`config.mk`:
```
export PLATFORM = sky130hd
export DESIGN_NAME = uart_rx_core
export DESIGN_NICKNAME = d
export VERILOG_FILES = /design/src/rtl/uart_rx_core.sv
export SDC_FILE = /design/constraint.sdc
export NUM_CORES = 1
export LEC_CHECK = 0
export CORE_UTILIZATION = 38
export CTS_CLUSTER_DIAMETER = 120
export DETAILED_ROUTE_END_ITERATION = 16
export PLACE_DENSITY_LB_ADDON = 0.1
export SLEW_MARGIN = 0
export SYNTH_ARGS = -nofsm -noshare
export SYNTH_HDL_FRONTEND = slang
export SYNTH_SLANG_ARGS = --single-unit
```
`constraint.sdc`:
```
create_clock -name clk -period 4.8 [get_ports clk]
set_input_delay 0.96 -clock clk [delete_from_list [all_inputs] [get_ports clk]]
set_output_delay 0.96 -clock clk [all_outputs]
set_load 0.02 [all_outputs]
```
`src/rtl/uart_rx_core.sv`:
```
// 8N1 UART receiver, 16x oversampled with 3-sample majority vote; optional even parity via UART_RX_PARITY_EN.
// Latency: rx_int/frame_err one cycle after the mid-stop-bit vote (edge detect + 154*OVS_DIV + 1, or 170*OVS_DIV + 1 with parity).
// Backpressure: none; rx_data holds until the next good frame, so the consumer must take it within one frame time.
module uart_rx_core #(
    parameter int unsigned OVS_DIV = 27
) (
    input  logic       clk,
    input  logic       rst_n,
    input  logic       rs232_rx,
    output logic [7:0] rx_data,
    output logic       rx_int,
    output logic       frame_err,
    output logic       parity_err,
    output logic       rx_busy
);

`ifdef UART_RX_PARITY_EN
    typedef enum logic [2:0] {S_IDLE, S_START, S_DATA, S_PARITY, S_STOP} state_t;
`else
    typedef enum logic [2:0] {S_IDLE, S_START, S_DATA, S_STOP} state_t;
`endif

    localparam logic [15:0] TICK_MAX = 16'(OVS_DIV - 1);

    state_t      state_q, state_d;
    logic        sync1_q, sync2_q, sync3_q;
    logic [15:0] cnt_q, cnt_d;
    logic [3:0]  s_q, s_d;
    logic [2:0]  bit_q, bit_d;
    logic [7:0]  shreg_q, shreg_d;
    logic [1:0]  smp_q, smp_d;
    logic [7:0]  rx_data_q, rx_data_d;
    logic        rx_int_q, rx_int_d;
    logic        frame_err_q, frame_err_d;
    logic        rx_busy_q, rx_busy_d;
    logic        start_edge, tick, vote;

    assign start_edge = sync3_q & ~sync2_q;
    assign tick       = (cnt_q == TICK_MAX);
    // smp_q holds the s=7 and s=8 samples; the live line supplies the s=9 one
    assign vote       = (smp_q[0] & smp_q[1]) | (smp_q[0] & sync2_q) | (smp_q[1] & sync2_q);

`ifdef UART_RX_PARITY_EN
    logic par_q, par_d;
    logic parity_err_q, parity_err_d;
`endif

    always_comb begin
        state_d     = state_q;
        cnt_d       = cnt_q;
        s_d         = s_q;
        bit_d       = bit_q;
        shreg_d     = shreg_q;
        smp_d       = smp_q;
        rx_data_d   = rx_data_q;
        rx_int_d    = 1'b0;
        frame_err_d = 1'b0;
`ifdef UART_RX_PARITY_EN
        par_d        = par_q;
        parity_err_d = 1'b0;
`endif
        if (state_q == S_IDLE) begin
            cnt_d = '0;
            s_d   = '0;
            bit_d = '0;
            if (start_edge) state_d = S_START;
        end else begin
            cnt_d = tick ? 16'd0 : cnt_q + 16'd1;
            if (tick) begin
                s_d = s_q + 4'd1;
                if (s_q == 4'd7) smp_d[0] = sync2_q;
                if (s_q == 4'd8) smp_d[1] = sync2_q;
                case (state_q)
                    S_START: begin
                        if (s_q == 4'd9 && vote) begin
                            state_d = S_IDLE;
                        end else if (s_q == 4'd15) begin
                            state_d = S_DATA;
                            bit_d   = 3'd0;
                        end
                    end
                    S_DATA: begin
                        if (s_q == 4'd9) shreg_d[bit_q] = vote;
                        if (s_q == 4'd15) begin
                            bit_d = bit_q + 3'd1;
                            if (bit_q == 3'd7) begin
`ifdef UART_RX_PARITY_EN
                                state_d = S_PARITY;
`else
                                state_d = S_STOP;
`endif
                            end
                        end
                    end
`ifdef UART_RX_PARITY_EN
                    S_PARITY: begin
                        if (s_q == 4'd9) par_d = vote;
                        if (s_q == 4'd15) state_d = S_STOP;
                    end
`endif
                    S_STOP: begin
                        // Leaving at mid-stop-bit lets a back-to-back start edge be caught
                        if (s_q == 4'd9) begin
                            state_d = S_IDLE;
                            if (vote) begin
                                rx_data_d = shreg_q;
                                rx_int_d  = 1'b1;
`ifdef UART_RX_PARITY_EN
                                parity_err_d = (^shreg_q) ^ par_q;
`endif
                            end else begin
                                frame_err_d = 1'b1;
                            end
                        end
                    end
                    default: state_d = S_IDLE;
                endcase
            end
        end
        rx_busy_d = (state_d != S_IDLE);
    end

    always_ff @(posedge clk or negedge rst_n) begin
        if (!rst_n) begin
            state_q     <= S_IDLE;
            sync1_q     <= 1'b1;
            sync2_q     <= 1'b1;
            sync3_q     <= 1'b1;
            cnt_q       <= '0;
            s_q         <= '0;
            bit_q       <= '0;
            shreg_q     <= '0;
            smp_q       <= '0;
            rx_data_q   <= '0;
            rx_int_q    <= 1'b0;
            frame_err_q <= 1'b0;
            rx_busy_q   <= 1'b0;
        end else begin
            state_q     <= state_d;
            sync1_q     <= rs232_rx;
            sync2_q     <= sync1_q;
            sync3_q     <= sync2_q;
            cnt_q       <= cnt_d;
            s_q         <= s_d;
            bit_q       <= bit_d;
            shreg_q     <= shreg_d;
            smp_q       <= smp_d;
            rx_data_q   <= rx_data_d;
            rx_int_q    <= rx_int_d;
            frame_err_q <= frame_err_d;
            rx_busy_q   <= rx_busy_d;
        end
    end

`ifdef UART_RX_PARITY_EN
    always_ff @(posedge clk or negedge rst_n) begin
        if (!rst_n) begin
            par_q        <= 1'b0;
            parity_err_q <= 1'b0;
        end else begin
            par_q        <= par_d;
            parity_err_q <= parity_err_d;
        end
    end
    assign parity_err = parity_err_q;
`else
    assign parity_err = 1'b0;
`endif

    assign rx_data   = rx_data_q;
    assign rx_int    = rx_int_q;
    assign frame_err = frame_err_q;
    assign rx_busy   = rx_busy_q;

endmodule

```
After elaboration in Yosys (flattened, before gate mapping)
Index checks and enable logic that the tools add are counted.
Widths: inputs -> output; s select.
- flip-flop bits (word level): 50
- input bits: 3
- output and inout port bits: 12
- logic and storage cells: 82
- $add $sub $neg: 3
- magnitude comparators: 2
- equality and inequality tests: 12
- muxes and demuxes: 32
- bitwise gates (word level): 8
- reduce and logical (&&, ||, !) cells: 11
- operators with widths (operator ; count):
    $mux 3 ; 13
    $mux 16 ; 2
    $add 16x1->16 const B ; 1
    $eq 16x5->1 const B ; 1
    $eq 4x4->1 const B ; 3
    $mux 1 ; 11
    $reduce_and 5->1 ; 2
    $ne 3x3->1 const B ; 3
    $pmux 3 s3 ; 1
    $bwmux 8 ; 1
    $mux 4 ; 2
    $eq 3x2->1 const B ; 2
    $pmux 3 s2 ; 1
    $reduce_and 3->1 ; 2
    $reduce_bool 3->1 ; 2
    $add 4x1->4 const B ; 1
    $and 1x1->1 ; 4
    $eq 4x3->1 const B ; 1
    $lt 3x4->1 const B ; 1
    $reduce_and 4->1 ; 1
    $add 3x1->3 const B ; 1
    $demux 1 s3 ; 1
    $eq 3x1->1 const B ; 1
    $eq 3x3->1 const B ; 1
    other kinds (6) ; 9

Depth between registers and ports, before layout
Gate-level depths: netlist of the first run.
- word-level depth: 9
- depth in mapped cells: 9
- gate-level depth less buffers: 6

Worst setup path after synthesis of the first run
OpenSTA, ideal clock, no wires.
- path kind: reg2reg
- from: reg cnt_q[0]
- to: reg shreg_q[6]
- arrival time: 1.748 ns
- required time: 4.672 ns
- path slack: 2.924 ns
- stages on the path, launching flop included: 9
- cells stage by stage: dfrtp_1 > inv_1 > ha_1 > nor4b_2 > nand4_2 > buf_6 > buf_6 > nor3_1 > mux2_1
- word-level cells in the longest chain between the ends: 2
- ends and longest elaborated chain (element ; line ; RTL):
    start: declaration ; 27 ; logic [15:0] cnt_q, cnt_d;
    start signal: assignment ; 143 ; cnt_q <= cnt_d;
    $eq 16x5->1 ; 39 ; assign tick = (cnt_q == TICK_MAX);
    $reduce_and 4->1 (no line) ; n/a ;
    end signal: assignment ; 146 ; shreg_q <= shreg_d;
    end: declaration ; 30 ; logic [7:0] shreg_q, shreg_d;
Every way passes these cells.
A chain may end at the register's enable or synchronous reset.

Worst setup path after layout of the first run
- from: reg cnt_q[0]
- to: reg shreg_q[5]
Same word-level chain as after synthesis.

==> flow_metrics.tcl, run 1 <==
set metrics [dict create \
    worst_pin_slew_ps 750 \
    synth_xor_area_share_pct 4.91 \
    grt_max_degree 51 \
    crit_path_end_kind "flop" \
    grt_usage_pct 14.4 \
    routed_wl_um 4540 \
    maxCapViolations 0 \
    grt_pass1_vias 1536 \
    ff2ff_setup_slack_ps 2430 \
    core_area_um2 6350 \
    antennaDiodeCount 0 \
    ir_worst_vdd_mv 0.164 \
    cts_root_buf "clkbuf_8" \
    vias 1622 \
    status "finished clean" \
    ys_types 45 \
    cp_slowest_cell "nor4_1" \
    cts_buffer_depth 2 \
    seq_area_frac_synth_pct 50.3 \
    die_y_um 83.0 \
    critPathBufInv 1 \
    drc 0 \
    cp.required_ps 5000 \
    setup_viol 0 \
    start_util_pct 39.3 \
    worst_skew_pair.late_latency_ps 310 \
    cts_hold_buf 0 \
    hold_slack_ps 361 \
    ios 15 \
    hold_violations 0 \
    pwr_density_cell_nw_per_um2 332 \
    synth_top_family_by_area "simple AND/OR/NAND/NOR gates" \
    worstReg2RegStart "cnt_q[0]" \
    synthAdderAreaFrac_pct 4.81 \
    async_reset_ff_share_pct 100 \
    antenna_found_initial 0 \
    dp_hpwl_um 2940 \
    instances_no_fill 315 \
    final_nets 248 \
    die_w_um 83.0 \
    area_delta_synth_final_pct 9.93 \
    path_max_fanout 21 \
    critPathKind "flop to flop" \
    htree_levels 2 \
    startpoint_type "flop" \
    ant_nets 0 \
    routabilityCongestion 0.724 \
    synth_compound_area_share_pct 4.21 \
    dp_cells 307 \
    leakage_nw 1.17 \
    dieArea_um2 6890 \
    cts_tree "built" \
    synth.yosys.warnings 0 \
    min_period_ps 2370 \
    io_buffers 13 \
    cts_buffers 5 \
    via_per_inst 5.15 \
    cts_sinks 50 \
    final.setup.tns_ps 0 \
    grt.overflow.total 0 \
    grt_pass1_wl_um 7940 \
    synth_ff_type "dfrtp_1" \
    drtPass1Iterations 4 \
    drv_slew 0 \
    arrival_ps 2570 \
    crit_family "simple AND/OR/NAND/NOR gates" \
    slowest_delay_ps 540 \
    drt_iter0_drc 113 \
    post-route-util_pct 43.2 \
    skew_ps 9.00 \
    std_cell_rows 29 \
    cts_resized 0 \
    cts_setup_buffers 0 \
    ys_ff_latch 50 \
    synthMuxAreaShare_pct 9.38 \
    path_cells "inv_1 -> ha_1 -> nor4b_2 -> nand4_2 -> nor4_1 -> mux2_1" \
    rsz0062_at_grt "false" \
    synth_cells 229 \
    relSlewSlack_pct 49.6 \
    routedWlPerCell_um 14.4 \
    fin_area_um2 2740 \
    path_clk_slew_ps 100 \
    hp-class "flop to flop" \
    syn_nets 240 \
    synth_edf_count 0 \
    finalCritPeriodShare_pct 49.3 \
    crit_path_start "cnt_q[0]" \
    fmax_mhz 422 \
    layout-drive-gt1-share_pct 8.40 \
    placedInstanceArea_um2 2650 \
    syn_area_um2 2490 \
    synth.avg_cell_area_um2 10.9 \
    hold_start "sync1_q" \
    yosys.area_share.simple_pct 21.7 \
]
through the flow:
stage | setup slack, ps | total power, mW
final | 2430 | 0.910
after global routing | 2110 | 0.970
after CTS | 2410 | 0.926
after detailed placement | 2430 | 0.662
after global placement | 2460 | 0.661
after floorplan | 2920 | 0.624
power by group:
part           switching (mW)  leakage (nW)  internal [mW]
clock                   0.153        0.0447          0.106
combinational          0.0789         0.460         0.0606
sequential             0.0540         0.664          0.458
final cells by class:
cell class              instances  area, µm²
well taps                      77       96.3
repair buffers                 14        133
inverters                      10       37.5
fillers                       620       3610
clock inverters                 3       25.0
flip-flops and latches         50       1250
multi-input cells             156       1130
clock buffers                   5       68.8
metal layers:
| layer | part of all wire (%) | up-vias | global-route usage, % |
|---|---|---|---|
| li1 | - | 817 | - |
| met1 | 52 | 764 | 21.1 |
| met2 | 44 | 36 | 21.1 |
| met3 | 3.1 | 5 | 2.98 |
| met4 | 1.1 | 0 | 4.70 |
| met5 | 0 | - | 0 |
logic make-up after synthesis:
group	count (synthesis)
mux	21
fa+ha+maj	10
other cells	1
simple gates	94
xor+xnor	14
compound gates	16
flops	50
buf+inv	23
flip-flops by register name (all words and copies together) (netlist names):
name       count
rx_busy        1
s_q            4
rx_data        8
bit_q          3
sync1_q        1
smp_q          2
sync2_q        1
frame_err      1
cnt_q         16
shreg_q        8
sync3_q        1
state_q        3
rx_int         1
path summary, 6_finish.rpt:
kind	endpoint	cells after the start
max reg2reg	shreg_q[5]	6
min	sync2_q	0
min in group asynchronous	rx_data[5]	2
max	shreg_q[5]	6
min reg2reg	sync2_q	0
max in group asynchronous	cnt_q[6]	2
layout by cell type (no fill, tap or decap), drive strengths merged, types with 8 or more instances in the layout:
| master | instances |
|---|---|
| ha | 8 |
| clkdlybuf4s50 | 12 |
| nor2 | 22 |
| inv | 11 |
| nand3 | 11 |
| nor4 | 10 |
| nand2 | 13 |
| nor3 | 11 |
| dfrtp | 47 |
| mux2 | 19 |
| xnor2 | 12 |
synth_stat cells, drive strengths merged, types with 2 or more instances:
master,n,share of area [%]
dfrtp,47,47
nor2,22,3.3
mux2,19,8.6
nand2,13,2.0
xnor2,12,4.2
nand3,11,2.6
nor3,11,2.2
inv,10,1.5
nor4,10,2.8
buf,9,2.4
ha,8,4.0
a21oi,5,1.0
nand3b,5,1.5
or3,5,1.3
clkbuf,4,0.60
dfstp,3,3.2
nand4,3,1.3
o21ai,3,0.60
a22oi,2,0.60
and3b,2,0.70
maj3,2,0.80
mux2i,2,0.80
nor3b,2,0.60
or4,2,0.60
xor2,2,0.70
(Power assumes the default switching activity.)
==> inputs of run 2 (changes only) <==
==> constraint.sdc (replaced) <==
create_clock -name clk -period 2.1 [get_ports clk]
set_input_delay 0.42 -clock clk [delete_from_list [all_inputs] [get_ports clk]]
set_output_delay 0.42 -clock clk [all_outputs]
set_load 0.02 [all_outputs]
==> flow_metrics.tcl, run 2 (synthesized netlist as in run 1, its figures left out) <==
set metrics [dict create \
    worst_pin_slew_ps 524 \
    largest_register_ffs 16 \
    cts_tree "built" \
    leakage_nw 1.28 \
    io_buffers 13 \
    drc 0 \
    drt_iter0_drc 122 \
    core_area_um2 6350 \
    finalCritPeriodShare_pct 92.5 \
    routedWlPerCell_um 14.0 \
    ir_worst_vdd_mv 0.507 \
    antennaDiodeCount 0 \
    relSlewSlack_pct 65.0 \
    final_cell_mix "dfrtp_1, nor2_1, mux2_1" \
    cp.required_ps 2290 \
    grt_max_degree 30 \
    final.setup.tns_ps 0 \
    cts_sinks 50 \
    final_common_cell "dfrtp_1" \
    area_delta_synth_final_pct 18.1 \
    fmax_mhz 515 \
    skew_ps 7.39 \
    critPathKind "flop to flop" \
    startpoint_type "flop" \
    min_period_ps 1940 \
    hp-class "primary input to async pin" \
    cts_hold_buf 0 \
    path_clk_slew_ps 90 \
    dieArea_um2 6890 \
    die_y_um 83.0 \
    grt_pass1_wl_um 8340 \
    place_ws_ps 96.5 \
    die_w_um 83.0 \
    crit_path_end_kind "flop" \
    drtPass1Iterations 4 \
    grt_pass1_vias 1705 \
    vias 1695 \
    ios 15 \
    ant_nets 0 \
    pwr_density_cell_nw_per_um2 806 \
    grt.overflow.total 0 \
    rsz0062_at_grt "false" \
    cts_buffers 5 \
    via_per_inst 5.12 \
    worst_slack_ps 156 \
    std_cell_rows 29 \
    start_util_pct 39.3 \
    regMostFlops "cnt_q" \
    cts_buffer_depth 2 \
    routed_wl_um 4640 \
    path_max_fanout 17 \
    routabilityCongestion 0.737 \
    htree_levels 2 \
    final_nets 264 \
    grt_usage_pct 14.9 \
    cts_root_buf "clkbuf_8" \
    arrival_ps 2140 \
    dp_hpwl_um 3270 \
    drv_slew 0 \
    maxCapViolations 0 \
    layout-drive-gt1-share_pct 15.0 \
    status "finished clean" \
    hold_violations 0 \
    antenna_found_initial 0 \
    worst_skew_pair.late_latency_ps 300 \
    setup_viol 0 \
]
## run 2: final timing paths
check,start,endpoint,slack [ps],depth (start not counted)
worst max-delay path,cnt_q[0],shreg_q[0],160,7
worst min-delay path,rst_n,rx_data[2],80,1
worst max register to register,cnt_q[0],shreg_q[0],160,7
worst min register to register,sync1_q,sync2_q,360,0
max in group asynchronous,rst_n,sync1_q,1410,2
min in group clk,sync1_q,sync2_q,360,0
## run 2: routing by layer
metal,global-route usage (%),vias to the layer above,part of all wire (%)
li1,-,848,-
met1,20.1,817,50
met2,23.9,23,47
met3,2.98,7,2.2
met4,5.49,0,1.4
met5,0,-,0
## run 2: worst max-delay path: stages, from the launching register on
cell     delay, ps
dfrtp_1        430
inv_1           70
ha_1           140
nor4b_4        220
nand4_2        100
buf_4          210
nor4_1         300
mux2_1         350
## run 2: final cells by class
cell class,count,area (µm²)
well taps,77,96.3
flip-flops and latches,50,1250
clock inverters,2,60.1
fillers,584,3400
multi-input cells,156,1150
repair buffers,30,265
clock buffers,6,82.6
inverters,10,37.5
## run 2: metrics by stage
| step | area (µm²) | hold WS (ps) | power [mW] | utilization (%) | std cells |
|---|---|---|---|---|---|
| finish | 2950 | 77.8 | 2.38 | 46.4 | 331 |
| global route | 2950 | 111 | 2.50 | 46.4 | 331 |
| CTS | 2920 | 86.5 | 2.40 | 46.0 | 331 |
| detailed placement | 2780 | 349 | 1.56 | 43.8 | 323 |
| global placement | 2780 | 348 | 1.55 | 43.8 | 323 |
| floorplan | 2490 | 124 | 1.43 | - | 229 |
## run 2: report_power, final
group	internal, mW	leakage [nW]	switching, mW	total [mW]
Clock	0.508	0.0714	0.318	0.826
Sequential	1.05	0.664	0.109	1.16
Combinational	0.185	0.548	0.208	0.394
Total	1.74	1.28	0.636	2.38
## run 2: what timing repair did
action                                  in CTS  in global routing
endpoints found under the setup margin       0                  8
endpoints found under the hold margin        0                  0
buffers inserted                             0                  0
resized for setup                            0                  3
